**src/rtl/mem_stage.sv**
```systemverilog
// mem_stage: memory-access pipeline stage. Captures data SRAM read data,
// forms load results and forwards the final write value to write-back.
//
// Ports:
//   clk, resetn           : clock, async active-low reset
//   ws_allowin            : write-back can accept
//   ms_allowin            : this stage can accept
//   es_to_ms_valid/_bus   : instruction from execute (117 bits)
//   data_sram_rdata       : SRAM read data, one cycle after address
//   ms_to_ws_valid/_bus   : instruction to write-back (70 bits)
//   ms_waddr, ms_wen      : destination / write-enable for hazards
//   ms_is_valid           : stage holds a valid instruction
//   ms_forward_data       : final result for forwarding
//   ms_is_load            : held instruction reads memory
module mem_stage (
    input  logic         clk,
    input  logic         resetn,
    input  logic         ws_allowin,
    output logic         ms_allowin,
    input  logic         es_to_ms_valid,
    input  logic [116:0] es_to_ms_bus,
    input  logic [31:0]  data_sram_rdata,
    output logic         ms_to_ws_valid,
    output logic [69:0]  ms_to_ws_bus,
    output logic [4:0]   ms_waddr,
    output logic         ms_wen,
    output logic         ms_is_valid,
    output logic [31:0]  ms_forward_data,
    output logic         ms_is_load
);

    localparam int ES_TO_MS_BUS_WD = 117;
    localparam int MS_TO_WS_BUS_WD = 70;

    // load select bits within load_store_op
    localparam int OP_LW  = 11;
    localparam int OP_LB  = 10;
    localparam int OP_LBU = 9;
    localparam int OP_LH  = 8;
    localparam int OP_LHU = 7;
    localparam int OP_LWL = 6;
    localparam int OP_LWR = 5;

    // ------------------------------------------------------------
    // State
    // ------------------------------------------------------------
    logic                       ms_valid_q;
    logic                       first_cycle_q;
    logic [31:0]                rdata_hold_q;
    logic [ES_TO_MS_BUS_WD-1:0] bus_q;

    logic ms_valid_d;
    logic first_cycle_d;
    logic [31:0] rdata_hold_d;
    logic [ES_TO_MS_BUS_WD-1:0] bus_d;

    logic ms_ready_go;
    logic accept;

    // ------------------------------------------------------------
    // Bus field decode
    // ------------------------------------------------------------
    logic [31:0] rt_value;
    logic [11:0] ls_op;
    logic [1:0]  vaddr;
    logic        res_from_mem;
    logic        gr_we;
    logic [4:0]  dest;
    logic [31:0] alu_result;
    logic [31:0] pc;

    assign rt_value     = bus_q[116:85];
    assign ls_op        = bus_q[84:73];
    assign vaddr        = bus_q[72:71];
    assign res_from_mem = bus_q[70];
    assign gr_we        = bus_q[69];
    assign dest         = bus_q[68:64];
    assign alu_result   = bus_q[63:32];
    assign pc           = bus_q[31:0];

    // ------------------------------------------------------------
    // Handshake
    // ------------------------------------------------------------
    assign ms_ready_go    = 1'b1;
    assign ms_allowin     = !ms_valid_q || (ms_ready_go && ws_allowin);
    assign ms_to_ws_valid = ms_valid_q && ms_ready_go;
    assign accept         = es_to_ms_valid && ms_allowin;

    // ------------------------------------------------------------
    // Next state
    // ------------------------------------------------------------
    always_comb begin
        ms_valid_d    = ms_valid_q;
        bus_d         = bus_q;
        rdata_hold_d  = rdata_hold_q;
        first_cycle_d = 1'b0;
        if (ms_allowin) begin
            ms_valid_d = es_to_ms_valid;
        end
        if (accept) begin
            bus_d         = es_to_ms_bus;
            first_cycle_d = 1'b1;
        end
        // SRAM address follows execute, so rdata is only good in the
        // first resident cycle; keep a copy for stalled cycles.
        if (first_cycle_q) begin
            rdata_hold_d = data_sram_rdata;
        end
    end

    always_ff @(posedge clk or negedge resetn) begin
        if (!resetn) begin
            ms_valid_q    <= 1'b0;
            first_cycle_q <= 1'b0;
            rdata_hold_q  <= 32'h0;
            bus_q         <= '0;
        end else begin
            ms_valid_q    <= ms_valid_d;
            first_cycle_q <= first_cycle_d;
            rdata_hold_q  <= rdata_hold_d;
            bus_q         <= bus_d;
        end
    end

    // ------------------------------------------------------------
    // Load extraction
    // ------------------------------------------------------------
    logic [31:0] mem_word;
    logic [7:0]  ld_byte;
    logic [15:0] ld_half;
    logic [31:0] lwl_val;
    logic [31:0] lwr_val;
    logic [31:0] load_val;
    logic [31:0] final_result;

    assign mem_word = first_cycle_q ? data_sram_rdata : rdata_hold_q;

    always_comb begin
        ld_byte = mem_word[7:0];
        case (vaddr)
            2'd0: ld_byte = mem_word[7:0];
            2'd1: ld_byte = mem_word[15:8];
            2'd2: ld_byte = mem_word[23:16];
            2'd3: ld_byte = mem_word[31:24];
            default: ld_byte = mem_word[7:0];
        endcase
    end

    // halfword select ignores vaddr[0]
    assign ld_half = vaddr[1] ? mem_word[31:16] : mem_word[15:0];

    always_comb begin
        lwl_val = mem_word;
        case (vaddr)
            2'd0: lwl_val = {mem_word[7:0],  rt_value[23:0]};
            2'd1: lwl_val = {mem_word[15:0], rt_value[15:0]};
            2'd2: lwl_val = {mem_word[23:0], rt_value[7:0]};
            2'd3: lwl_val = mem_word;
            default: lwl_val = mem_word;
        endcase
    end

    always_comb begin
        lwr_val = mem_word;
        case (vaddr)
            2'd0: lwr_val = mem_word;
            2'd1: lwr_val = {rt_value[31:24], mem_word[31:8]};
            2'd2: lwr_val = {rt_value[31:16], mem_word[31:16]};
            2'd3: lwr_val = {rt_value[31:8],  mem_word[31:24]};
            default: lwr_val = mem_word;
        endcase
    end

    // load select is one-hot or all zero
    always_comb begin
        load_val = mem_word;
        unique case (1'b1)
            ls_op[OP_LW]:  load_val = mem_word;
            ls_op[OP_LB]:  load_val = {{24{ld_byte[7]}}, ld_byte};
            ls_op[OP_LBU]: load_val = {24'h0, ld_byte};
            ls_op[OP_LH]:  load_val = {{16{ld_half[15]}}, ld_half};
            ls_op[OP_LHU]: load_val = {16'h0, ld_half};
            ls_op[OP_LWL]: load_val = lwl_val;
            ls_op[OP_LWR]: load_val = lwr_val;
            default:       load_val = mem_word;
        endcase
    end

    assign final_result = res_from_mem ? load_val : alu_result;

    // ------------------------------------------------------------
    // Outputs
    // ------------------------------------------------------------
    logic [MS_TO_WS_BUS_WD-1:0] ws_bus;

    assign ws_bus          = {gr_we, dest, final_result, pc};
    assign ms_to_ws_bus    = ws_bus;
    assign ms_waddr        = dest;
    assign ms_wen          = gr_we;
    assign ms_is_valid     = ms_valid_q;
    assign ms_forward_data = final_result;
    assign ms_is_load      = res_from_mem;

endmodule
```
**config.mk**
```make
export PLATFORM = sky130hd
export DESIGN_NAME = mem_stage
export DESIGN_NICKNAME = d
export VERILOG_FILES = /design/src/rtl/mem_stage.sv
export SDC_FILE = /design/constraint.sdc
export NUM_CORES = 1
export LEC_CHECK = 0
export BUFFER_PORTS_ARGS = -buffer_cell sky130_fd_sc_hd__buf_4
export CAP_MARGIN = 20
export CORE_MARGIN = 5
export CORE_UTILIZATION = 47
export CTS_BUF_LIST = sky130_fd_sc_hd__clkbuf_16
export DETAILED_ROUTE_END_ITERATION = 8
export PLACE_DENSITY = 0.85
export SYNTH_ARGS = -nofsm -noshare
export SYNTH_HDL_FRONTEND = slang
export SYNTH_SLANG_ARGS = --single-unit
```
**constraint.sdc**
```tcl
create_clock -name clk -period 2.7 [get_ports clk]
set_clock_uncertainty 0.2 [all_clocks]
set_input_delay 0.405 -clock clk [delete_from_list [all_inputs] [get_ports clk]]
set_output_delay 0.405 -clock clk [all_outputs]
set_load 0.1 [all_outputs]
```
==> summary.txt <==
Synthesis
  – Area of the mapped netlist: 0.00841 mm2
  – Yosys top cell area share: 0.431
  – Syn avg cell area: 11.2 um2
  – Top area cells in the synthesized netlist: dfrtp_1 43%, mux2_2 15%, buf_4 7.0%
  – Yosys Warn Count: 0
  – Post-synth EDFFs: 0
  – Net Count, Synth: 906
  – Most common cell in the synthesized netlist: dfrtp_1
  – Synth area leader: dfrtp_1
  – Async SR Flop Fraction: 1.00
  – Seq/Total Area, Yosys: 0.431
  – Yosys reg bits: 145
  – Syn Inst Count: 753
  – Library cells used by synthesis: 46
  – Post-synth top cells: 145 x dfrtp_1, 111 x mux2_2, 79 x buf_4, 53 x nand2_1, 43 x mux2i_1
  – Main flop type after synthesis: dfrtp_1

Global route
  – Initial antenna violation count: 2
  – Global Route Usage Sum: 0.292
  – Remaining Overflow, GRT: 0
  – Vias in the first global route: 8387
  – First-pass GRT wire length: 46.1 mm
  – Largest net degree at the start of global routing: 53

Clock tree
  – Worst skew pair latency: 430 ps
  – Cts bufs inserted: 17
  – Clock sink count: 145
  – Root buffer cell: clkbuf_16
  – TritonCTS clock tree: done
  – Clock Pin Slew Worst Setup and Hold Paths: 70 ps
  – Clk buf depth: 2
  – H-tree depth: 4

Timing
  – Period utilization: 1.24
  – Worst setup margin: -643 ps
  – Period minus WS final: 3340 ps
  – Hold Vio Cnt, Final: 0
  – Fmax: 0.299 GHz
  – Final-report max-slew violation count: 0
  – Final setup vio count: 64
  – Unrepaired setup endpoints after global routing: yes
  – Rel. slew slack: 0.627
  – Min Hold Slack: 12.6 ps
  – Least-Margin Pin Slew: 560 ps

Routing
  – DRC Markers: 0
  – DR pass1 iterations: 8
  – Final ANT Viol Nets: 0
  – Vias/cell: 5.96
  – Initial drt markers: 873
  – DR WL/cell: 23.6 um
  – Vias: 7945
  – Drt total wl: 31.5 mm

Critical path
  – Startpoint Class: flop
  – Most used cell, CP: buf_12
  – Slowest cell on the critical path: mux4_2
  – CP Max Fanout: 8
  – Worst Path Required: 2100 ps
  – CP Cell Sequence: buf_12, mux2i_4, inv_2, mux4_2, a221oi_4, buf_12, a31oi_4, buf_12
  – Worst setup path category: flop to output port
  – Nature of the critical path endpoint: output port
  – Critical path arrival: 2740 ps
  – Max incr delay on CP: 510 ps

Die
  – Die Span Y: 144 um
  – I/O pin cnt: 265
  – Placeable Area: 0.0178 mm2
  – Die Area: 0.0207 mm2
  – Std-Cell Rows: 49
  – Initial Utilization: 0.473
  – Die W: 144 um

Place
  – Area after DPL: 0.0113 mm2
  – Placed cell count: 1229
  – DP HPWL: 21.0 mm
  – Setup WS pre-CTS: -367 ps
  – I/O Buffers: 258
  – Final GP Congestion: 0.945

Flow run
  – MaxCap Viol Count: 0

Layout
  – Area of the multi-input gates: 0.00452 mm2
  – Register Area: 0.00364 mm2
  – Fin cells: 1333
  – Layout area overhead: 62.8%
  – Layout cell share with drive strength beyond 1: 0.588
  – Post-route cell area: 0.0137 mm2
  – Fill cells: 1030
  – Nets: 1242

Run status
  – Failing checks: setup timing
  – Status: complete, but fails checks

Power
  – Leakage: 6.08 nW
  – Worst vdd ir: 584 uV
  – Power Density: 932 mW/mm2

Worst hold path
  – HP Class: input pin to flop
-- cell usage in the layout (no fill, tap or decap), drive strengths merged, types with 2 or more instances in the layout --
cell / synthesis / routed
bufinv: 0 / 3
o22ai: 34 / 34
nor4: 2 / 2
a222oi: 8 / 8
nand3b: 2 / 2
mux2: 111 / 111
a21oi: 23 / 23
dlygate4sd3: 0 / 45
a22oi: 3 / 3
a221oi: 11 / 11
diode: 0 / 2
nor2: 23 / 23
a21boi: 11 / 11
nand3: 2 / 2
nand2: 53 / 53
mux4: 23 / 23
a31oi: 8 / 8
buf: 93 / 399
dfrtp: 145 / 145
a211oi: 8 / 8
inv: 40 / 46
o21ai: 22 / 22
a41oi: 3 / 3
o211ai: 11 / 11
clkinvlp: 0 / 3
clkinv: 0 / 3
clkbuf: 35 / 18
mux2i: 47 / 47
and2: 3 / 3
o21a: 3 / 3
a2111oi: 6 / 6
or3: 2 / 2
or2: 6 / 6
nand2b: 8 / 8
-- layout make-up --
| cell class | count | area share |
|---|---|---|
| multi-input combinational | 440 | 0.330 |
| timing repair buffer | 445 | 0.328 |
| sequential | 145 | 0.266 |
| clock buffer | 17 | 0.0311 |
| tap | 229 | 0.0209 |
| clock inverter | 15 | 0.0134 |
| inverter | 40 | 0.0110 |
| antenna | 2 | 0.000365 |
-- metrics by stage --
step | util | power (mW) | TNS [ps]
finish | 0.770 | 12.8 | -35020
floorplan | - | 7.89 | -23990
global route | 0.770 | 13.1 | -39010
CTS | 0.756 | 12.5 | -33630
global placement | 0.637 | 8.96 | -9210
detailed placement | 0.637 | 9.04 | -10000
-- registers in the layout, summed over array words and instances (netlist names) --
signal         cells
bus_q            111
rdata_hold_q      32
ms_is_valid        1
first_cycle_q      1
-- cell families after synthesis --
logic type | Yosys count | synth area share
flops | 145 | 0.431
buf+inv | 168 | 0.113
mux | 181 | 0.269
simple gates | 103 | 0.0538
compound gates | 156 | 0.132
-- routing by layer --
metal,up-vias,routed length [um],share of wire,global-route usage
met4,2,1600,0.051,0.117
met1,3898,10800,0.34,0.332
li1,3358,-,-,-
met2,553,16000,0.51,0.516
met5,-,13,0.00041,0
met3,134,3100,0.098,0.0882
-- worst max-delay path, delay by kind of cell (launching register included) --
family          cells  cell delay [ps]
buf+inv             4              630
flops               1              390
compound gates      2              530
mux                 2              760
-- power by group --
part           total (mW)  switching (mW)  internal, mW
Combinational        7.53            4.79          2.74
Sequential           2.74           0.251          2.49
Clock                2.49            1.02          1.47
Total                12.8            6.06          6.70
-- final timing paths --
check / end / cells after the start / slack (ps) / startpoint
min in group asynchronous: bus_q[8] / 2 / 300 / resetn
max reg2reg: bus_q[51] / 4 / 750 / ms_is_valid
max: ms_forward_data[25] / 8 / -640 / first_cycle_q
max in group asynchronous: bus_q[32] / 3 / 1230 / resetn
min reg2reg: bus_q[92] / 1 / 310 / bus_q[92]
min: bus_q[23] / 2 / 10 / es_to_ms_bus[23]
-- repair_timing --
action	CTS	global route
resized for setup	197	46
cloned	2	1
setup endpoints to repair	64	64
hold endpoints to repair	91	1
pin swaps	25	24
hold buffers	44	1
buffers inserted	18	10
(Power assumes the default switching activity.)
